===== src/rtl/axilite_csr_pkg.sv =====
// axilite_csr_pkg: op, response and state encodings shared by the AXI-Lite CSR master
package axilite_csr_pkg;
  typedef enum logic [1:0] {
    OP_WRITE = 2'd0,
    OP_READ  = 2'd1,
    OP_POLL  = 2'd2,
    OP_RSVD  = 2'd3
  } op_e;
  typedef enum logic [1:0] {
    RESP_OKAY   = 2'd0,
    RESP_EXOKAY = 2'd1,
    RESP_SLVERR = 2'd2,
    RESP_DECERR = 2'd3
  } resp_e;
  typedef enum logic [2:0] {
    IDLE,
    WR,
    WR_B,
    RD_A,
    RD_R,
    POLL_WAIT,
    RSP
  } state_e;
  function automatic op_e norm_op(input logic [1:0] op);
    return op == OP_WRITE ? OP_WRITE : op == OP_POLL ? OP_POLL : OP_READ;
  endfunction
endpackage


===== src/rtl/axilite_csr_master.sv =====
// axilite_csr_master: single-outstanding AXI-Lite master running WRITE, READ and POLL commands
module axilite_csr_master
  import axilite_csr_pkg::*;
#(
  parameter int ADDR_WIDTH    = 12,
  parameter int DATA_WIDTH    = 32,
  parameter int POLL_INTERVAL = 20,
  parameter int POLL_MAX      = 0
) (
  input  logic                    clk,
  input  logic                    resetn,
  input  logic                    cmd_valid,
  output logic                    cmd_ready,
  input  logic [1:0]              cmd_op,
  input  logic [ADDR_WIDTH-1:0]   cmd_addr,
  input  logic [DATA_WIDTH-1:0]   cmd_wdata,
  input  logic [DATA_WIDTH-1:0]   cmd_mask,
  output logic                    rsp_valid,
  input  logic                    rsp_ready,
  output logic [DATA_WIDTH-1:0]   rsp_rdata,
  output logic [1:0]              rsp_resp,
  output logic                    rsp_timeout,
  output logic                    m_axilite_awvalid,
  input  logic                    m_axilite_awready,
  output logic [ADDR_WIDTH-1:0]   m_axilite_awaddr,
  output logic [2:0]              m_axilite_awprot,
  output logic                    m_axilite_wvalid,
  input  logic                    m_axilite_wready,
  output logic [DATA_WIDTH-1:0]   m_axilite_wdata,
  output logic [DATA_WIDTH/8-1:0] m_axilite_wstrb,
  input  logic                    m_axilite_bvalid,
  output logic                    m_axilite_bready,
  input  logic [1:0]              m_axilite_bresp,
  output logic                    m_axilite_arvalid,
  input  logic                    m_axilite_arready,
  output logic [ADDR_WIDTH-1:0]   m_axilite_araddr,
  output logic [2:0]              m_axilite_arprot,
  input  logic                    m_axilite_rvalid,
  output logic                    m_axilite_rready,
  input  logic [DATA_WIDTH-1:0]   m_axilite_rdata,
  input  logic [1:0]              m_axilite_rresp
);
  localparam int CW = POLL_MAX > 0 ? $clog2(POLL_MAX + 1) : 1;
  localparam int IW = POLL_INTERVAL > 1 ? $clog2(POLL_INTERVAL) : 1;
  state_e                state_q, state_d;
  op_e                   op_q, op_d;
  logic [ADDR_WIDTH-1:0] addr_q, addr_d;
  logic [DATA_WIDTH-1:0] wdata_q, wdata_d;
  logic [DATA_WIDTH-1:0] mask_q, mask_d;
  logic                  aw_done_q, aw_done_d;
  logic                  w_done_q, w_done_d;
  logic [IW-1:0]         ivl_q, ivl_d;
  logic [CW-1:0]         att_q, att_d;
  logic [DATA_WIDTH-1:0] rdata_q, rdata_d;
  logic [1:0]            resp_q, resp_d;
  logic                  tmo_q, tmo_d;
  logic                  cmd_fire, aw_fire, w_fire, b_fire, ar_fire, r_fire, hit;
  assign cmd_ready         = resetn && state_q == IDLE;
  assign m_axilite_awvalid = state_q == WR && !aw_done_q;
  assign m_axilite_wvalid  = state_q == WR && !w_done_q;
  assign m_axilite_bready  = state_q == WR_B;
  assign m_axilite_arvalid = state_q == RD_A;
  assign m_axilite_rready  = state_q == RD_R;
  assign rsp_valid         = state_q == RSP;
  assign m_axilite_awaddr  = addr_q;
  assign m_axilite_araddr  = addr_q;
  assign m_axilite_wdata   = wdata_q;
  assign m_axilite_awprot  = '0;
  assign m_axilite_arprot  = '0;
  assign m_axilite_wstrb   = '1;
  assign rsp_rdata         = rdata_q;
  assign rsp_resp          = resp_q;
  assign rsp_timeout       = tmo_q;
  assign cmd_fire = cmd_valid && cmd_ready;
  assign aw_fire  = m_axilite_awvalid && m_axilite_awready;
  assign w_fire   = m_axilite_wvalid && m_axilite_wready;
  assign b_fire   = m_axilite_bvalid && m_axilite_bready;
  assign ar_fire  = m_axilite_arvalid && m_axilite_arready;
  assign r_fire   = m_axilite_rvalid && m_axilite_rready;
  assign hit      = ((m_axilite_rdata ^ wdata_q) & mask_q) == '0;
  always_comb begin
    state_d   = state_q;
    op_d      = op_q;
    addr_d    = addr_q;
    wdata_d   = wdata_q;
    mask_d    = mask_q;
    aw_done_d = aw_done_q;
    w_done_d  = w_done_q;
    ivl_d     = ivl_q;
    att_d     = att_q;
    rdata_d   = rdata_q;
    resp_d    = resp_q;
    tmo_d     = tmo_q;
    unique case (state_q)
      IDLE: if (cmd_fire) begin
        op_d      = norm_op(cmd_op);
        addr_d    = cmd_addr;
        wdata_d   = cmd_wdata;
        mask_d    = cmd_mask;
        aw_done_d = 1'b0;
        w_done_d  = 1'b0;
        att_d     = '0;
        rdata_d   = '0;
        resp_d    = RESP_OKAY;
        tmo_d     = 1'b0;
        state_d   = norm_op(cmd_op) == OP_WRITE ? WR : RD_A;
      end
      WR: begin
        aw_done_d = aw_done_q || aw_fire;
        w_done_d  = w_done_q || w_fire;
        state_d   = aw_done_d && w_done_d ? WR_B : WR;
      end
      WR_B: if (b_fire) begin
        resp_d  = m_axilite_bresp;
        rdata_d = '0;
        state_d = RSP;
      end
      RD_A: if (ar_fire) begin
        // saturate so an unlimited poll never wraps the attempt count
        att_d   = &att_q ? att_q : att_q + CW'(1);
        state_d = RD_R;
      end
      RD_R: if (r_fire) begin
        rdata_d = m_axilite_rdata;
        resp_d  = m_axilite_rresp;
        ivl_d   = '0;
        if (op_q != OP_POLL || hit || m_axilite_rresp != RESP_OKAY) state_d = RSP;
        else if (POLL_MAX != 0 && att_q == CW'(POLL_MAX)) begin
          tmo_d   = 1'b1;
          state_d = RSP;
        end else state_d = POLL_WAIT;
      end
      POLL_WAIT: begin
        ivl_d   = ivl_q + IW'(1);
        state_d = ivl_q == IW'(POLL_INTERVAL - 1) ? RD_A : POLL_WAIT;
      end
      RSP: state_d = rsp_ready ? IDLE : RSP;
      default: state_d = IDLE;
    endcase
  end
  always_ff @(posedge clk) begin
    if (!resetn) begin
      state_q   <= IDLE;
      op_q      <= OP_WRITE;
      addr_q    <= '0;
      wdata_q   <= '0;
      mask_q    <= '0;
      aw_done_q <= 1'b0;
      w_done_q  <= 1'b0;
      ivl_q     <= '0;
      att_q     <= '0;
      rdata_q   <= '0;
      resp_q    <= '0;
      tmo_q     <= 1'b0;
    end else begin
      state_q   <= state_d;
      op_q      <= op_d;
      addr_q    <= addr_d;
      wdata_q   <= wdata_d;
      mask_q    <= mask_d;
      aw_done_q <= aw_done_d;
      w_done_q  <= w_done_d;
      ivl_q     <= ivl_d;
      att_q     <= att_d;
      rdata_q   <= rdata_d;
      resp_q    <= resp_d;
      tmo_q     <= tmo_d;
    end
  end
endmodule


===== config.mk =====
export PLATFORM = sky130hd
export DESIGN_NAME = axilite_csr_master
export DESIGN_NICKNAME = d
export VERILOG_FILES = /design/src/rtl/axilite_csr_pkg.sv /design/src/rtl/axilite_csr_master.sv
export SDC_FILE = /design/constraint.sdc
export NUM_CORES = 1
export LEC_CHECK = 0
export BUFFER_PORTS_ARGS = -buffer_cell sky130_fd_sc_hd__buf_4
export CELL_PAD_IN_SITES_DETAIL_PLACEMENT = 0
export CELL_PAD_IN_SITES_GLOBAL_PLACEMENT = 2
export CORE_MARGIN = 2
export CORE_UTILIZATION = 26
export DETAILED_ROUTE_END_ITERATION = 8
export GPL_ROUTABILITY_DRIVEN = 0
export HOLD_SLACK_MARGIN = 0.1
export PLACE_DENSITY_LB_ADDON = 0.1
export SKIP_LAST_GASP = 1
export SYNTH_ARGS = -nofsm -noshare
export SYNTH_HDL_FRONTEND = slang
export SYNTH_SLANG_ARGS = --single-unit

===== constraint.sdc =====
create_clock -name clk -period 2 [get_ports clk]
set_clock_uncertainty 0.05 [all_clocks]
set_input_delay 0.2 -clock clk [delete_from_list [all_inputs] [get_ports clk]]
set_output_delay 0.2 -clock clk [all_outputs]
set_load 0.05 [all_outputs]

==> results.cfg <==
[pwr]
power.density_nw_per_um2 = 1160
clock_power_share_pct = 27.4
seqPwrFrac_pct = 32.0
swShare_pct = 40.4
p_int_w = 0.00612
leakage_nw = 3.86
switching_power_w = 0.00415
ir_worst_vdd_v = 0.000589
comb_power_share_pct = 40.5

[timing]
fin_crit_sh_pct = 96.6
drv_slew = 0
setup_slack_ns = 0.0684
fmax_mhz = 518
setup-violations-final = 0
hold_viol_final = 0
setup_tns_ns = 0
whs_ns = 0.125
min_period_ns = 1.93
slew-limit-headroom_pct = 65.6
tightest_slew_ns = 0.513

[routing]
met3_length_mm = 1.13
wl_met1_mm = 8.39
ant_nets = 0
routed_wl_mm = 19.4
drtIter0Drc = 286
viasPerCell = 4.47
dr.max_layer_used = met4
dr_wl_met2_mm = 9.56
vias = 5674
drtPass1Iterations = 4
drc = 0
wl_per_cell_um = 15.3

[final_layout]
layout.nets = 1111
antenna_cells = 0
mostFrequentLayoutCells = buf_4 (233), nand2_1 (198), dfxtp_1 (120), dlygate4sd3_1 (115), o21ai_0 (65)
fin_area_um2 = 8890
drive_gt1_share_pct = 28.4
final_common_cell = buf_4
areaGrowthSynthToFinish_pct = 67.1

[floorplanning]
core_region_area_um2 = 20200
die_w_um = 147
dieArea_um2 = 21600
die_y_um = 147
io_pins = 231
initial_utilization_pct = 26.4
rows = 52

[grt]
grt_pass1_wl_mm = 29.4
grtUsageTotal_pct = 17.6
grt_max_degree = 43
grt_pass1_vias = 5547
antenna_found_initial = 0
overflow = 0

[critical_path]
cp-start-kind = flop
crit_top_cell = buf_4
crit_chain = buf_4, inv_1, nor3_1, buf_4
critPathTopFamily = buffers and inverters
path_buf_inv = 3
slowest_stage = dfxtp_1
critPathCaptureType = output pin
slowest_delay_ns = 0.46
path_class = flop to output pin
path_max_fanout = 11
arrival_ns = 1.68
required_ns = 1.75

[yosys]
synth_edf_count = 0
synth_cells = 670
ys_types = 53
synthArstFlopShare_pct = 0
ys_warn_count = 0
yosysSeqAreaShare_pct = 45.9
avgSynthCellArea_um2 = 7.94
ys_seq_elements = 122
ys.flop_type = dfxtp_1
syn_area_um2 = 5320

[run]
cap_violations = 0

[clocking]
htreeDepth = 4
cts_root_buffer = clkbuf_16
cts_tree = built
cts_sinks = 122
clk_pin_slew_ns = 0.05
cts_max_path_buffers = 2
insertion_delay_ns = 0.41
postCtsSetupBuffers = 0
cts_buffers = 17

[place]
dpl.hpwl_mm = 14.3
port_buffers = 219
place_area_um2 = 7190
preCtsSetupSlack_ns = 0.194

[outcome]
status = completed

[worst_hold_path]
hp-class = input port to flop
cells in the mapped netlist, types with 2 or more instances:
| library cell | number | area share, % |
|---|---|---|
| nor2_1 | 15 | 1.1 |
| buf_6 | 4 | 0.85 |
| o211a_1 | 2 | 0.38 |
| conb_1 | 2 | 0.14 |
| nand3b_1 | 3 | 0.42 |
| mux2i_1 | 2 | 0.38 |
| dfxtp_1 | 122 | 46 |
| a31oi_1 | 5 | 0.59 |
| nand3_1 | 49 | 4.6 |
| a21o_1 | 2 | 0.28 |
| nor3_1 | 8 | 0.75 |
| buf_2 | 10 | 0.94 |
| o21ai_1 | 6 | 0.56 |
| clkbuf_1 | 17 | 1.2 |
| a21oi_1 | 33 | 3.1 |
| nand2_1 | 198 | 14 |
| nand4_1 | 6 | 0.71 |
| xor2_1 | 32 | 5.3 |
| inv_1 | 3 | 0.21 |
| nor2b_1 | 2 | 0.24 |
| buf_4 | 34 | 4.8 |
| a211oi_1 | 2 | 0.28 |
| o21ai_0 | 65 | 6.1 |
| a22oi_1 | 18 | 2.5 |
| nor4_1 | 2 | 0.24 |
tightest hold or removal path: cells and delay by family:
kind                   cells  cell delay (ns)
buffers and inverters      1             0.09
AO/OA/AOI/OAI              2             0.26
what timing repair did:
item                                   4_1_cts  5_1_grt
endpoints found under the hold margin      114        0
setup endpoints to repair                    2        4
hold buffers                               115        0
resized for setup                            1        2
logic make-up after synthesis:
logic type / count (synthesis) / share of synthesized area, %
AO/OA/AOI/OAI: 147 / 16.2
XOR/XNOR: 32 / 5.27
adder cells (fa/ha/maj): 1 / 0.235
buffers and inverters: 71 / 8.28
flip-flops: 122 / 45.9
multiplexers: 2 / 0.376
other: 2 / 0.141
AND/OR/NAND/NOR: 293 / 23.6
registers in the layout (all words and copies together), names as in the netlist:
signal / count
state_q: 3
m_axilite_araddr: 12
mask_q: 32
rsp_resp: 2
w_done_q: 1
aw_done_q: 1
rsp_rdata: 32
m_axilite_wdata: 32
op_q: 2
ivl_q: 5
metrics by stage:
step | util [%] | total power (W) | cells
finish | 44.1 | 0.0103 | 1268
global route | 44.1 | 0.0108 | 1268
CTS | 44.0 | 0.0104 | 1268
detailed placement | 35.7 | 0.00735 | 1123
global placement | 35.7 | 0.00731 | 1123
floorplan | - | 0.00596 | 679
layout make-up:
type	instances	area, µm²
Fill cell	2092	11300
Timing Repair Buffer	356	3060
Multi-Input combinational cell	486	2490
Sequential cell	122	2440
Clock buffer	22	464
Tap cell	270	338
Clock inverter	8	72.6
Inverter	4	15.0
layer usage:
metal  vias to the layer above  track usage, %
met3                        21            4.32
met1                      2625            21.1
met2                       175            30.6
met5                         -               0
met4                         0            6.25
li1                       2853               -
final timing paths:
path / depth (start not counted) / slack, ns / endpoint / startpoint
min: 3 / 0.12 / rsp_resp[1] / m_axilite_bresp[1]
max: 4 / 0.07 / m_axilite_arvalid / state_q[0]
min reg2reg: 2 / 0.40 / mask_q[9] / mask_q[9]
max reg2reg: 6 / 0.18 / state_q[0] / m_axilite_wdata[8]
power groups by stage:
stage	logic, W	clock network, W	registers [W]
after CTS	0.00420	0.00290	0.00329
after floorplan	0.00183	0	0.00413
after global routing	0.00444	0.00299	0.00336
after detailed placement	0.00401	0	0.00334
final	0.00416	0.00282	0.00329
after global placement	0.00399	0	0.00332
Power figures use the tool's default switching activity.
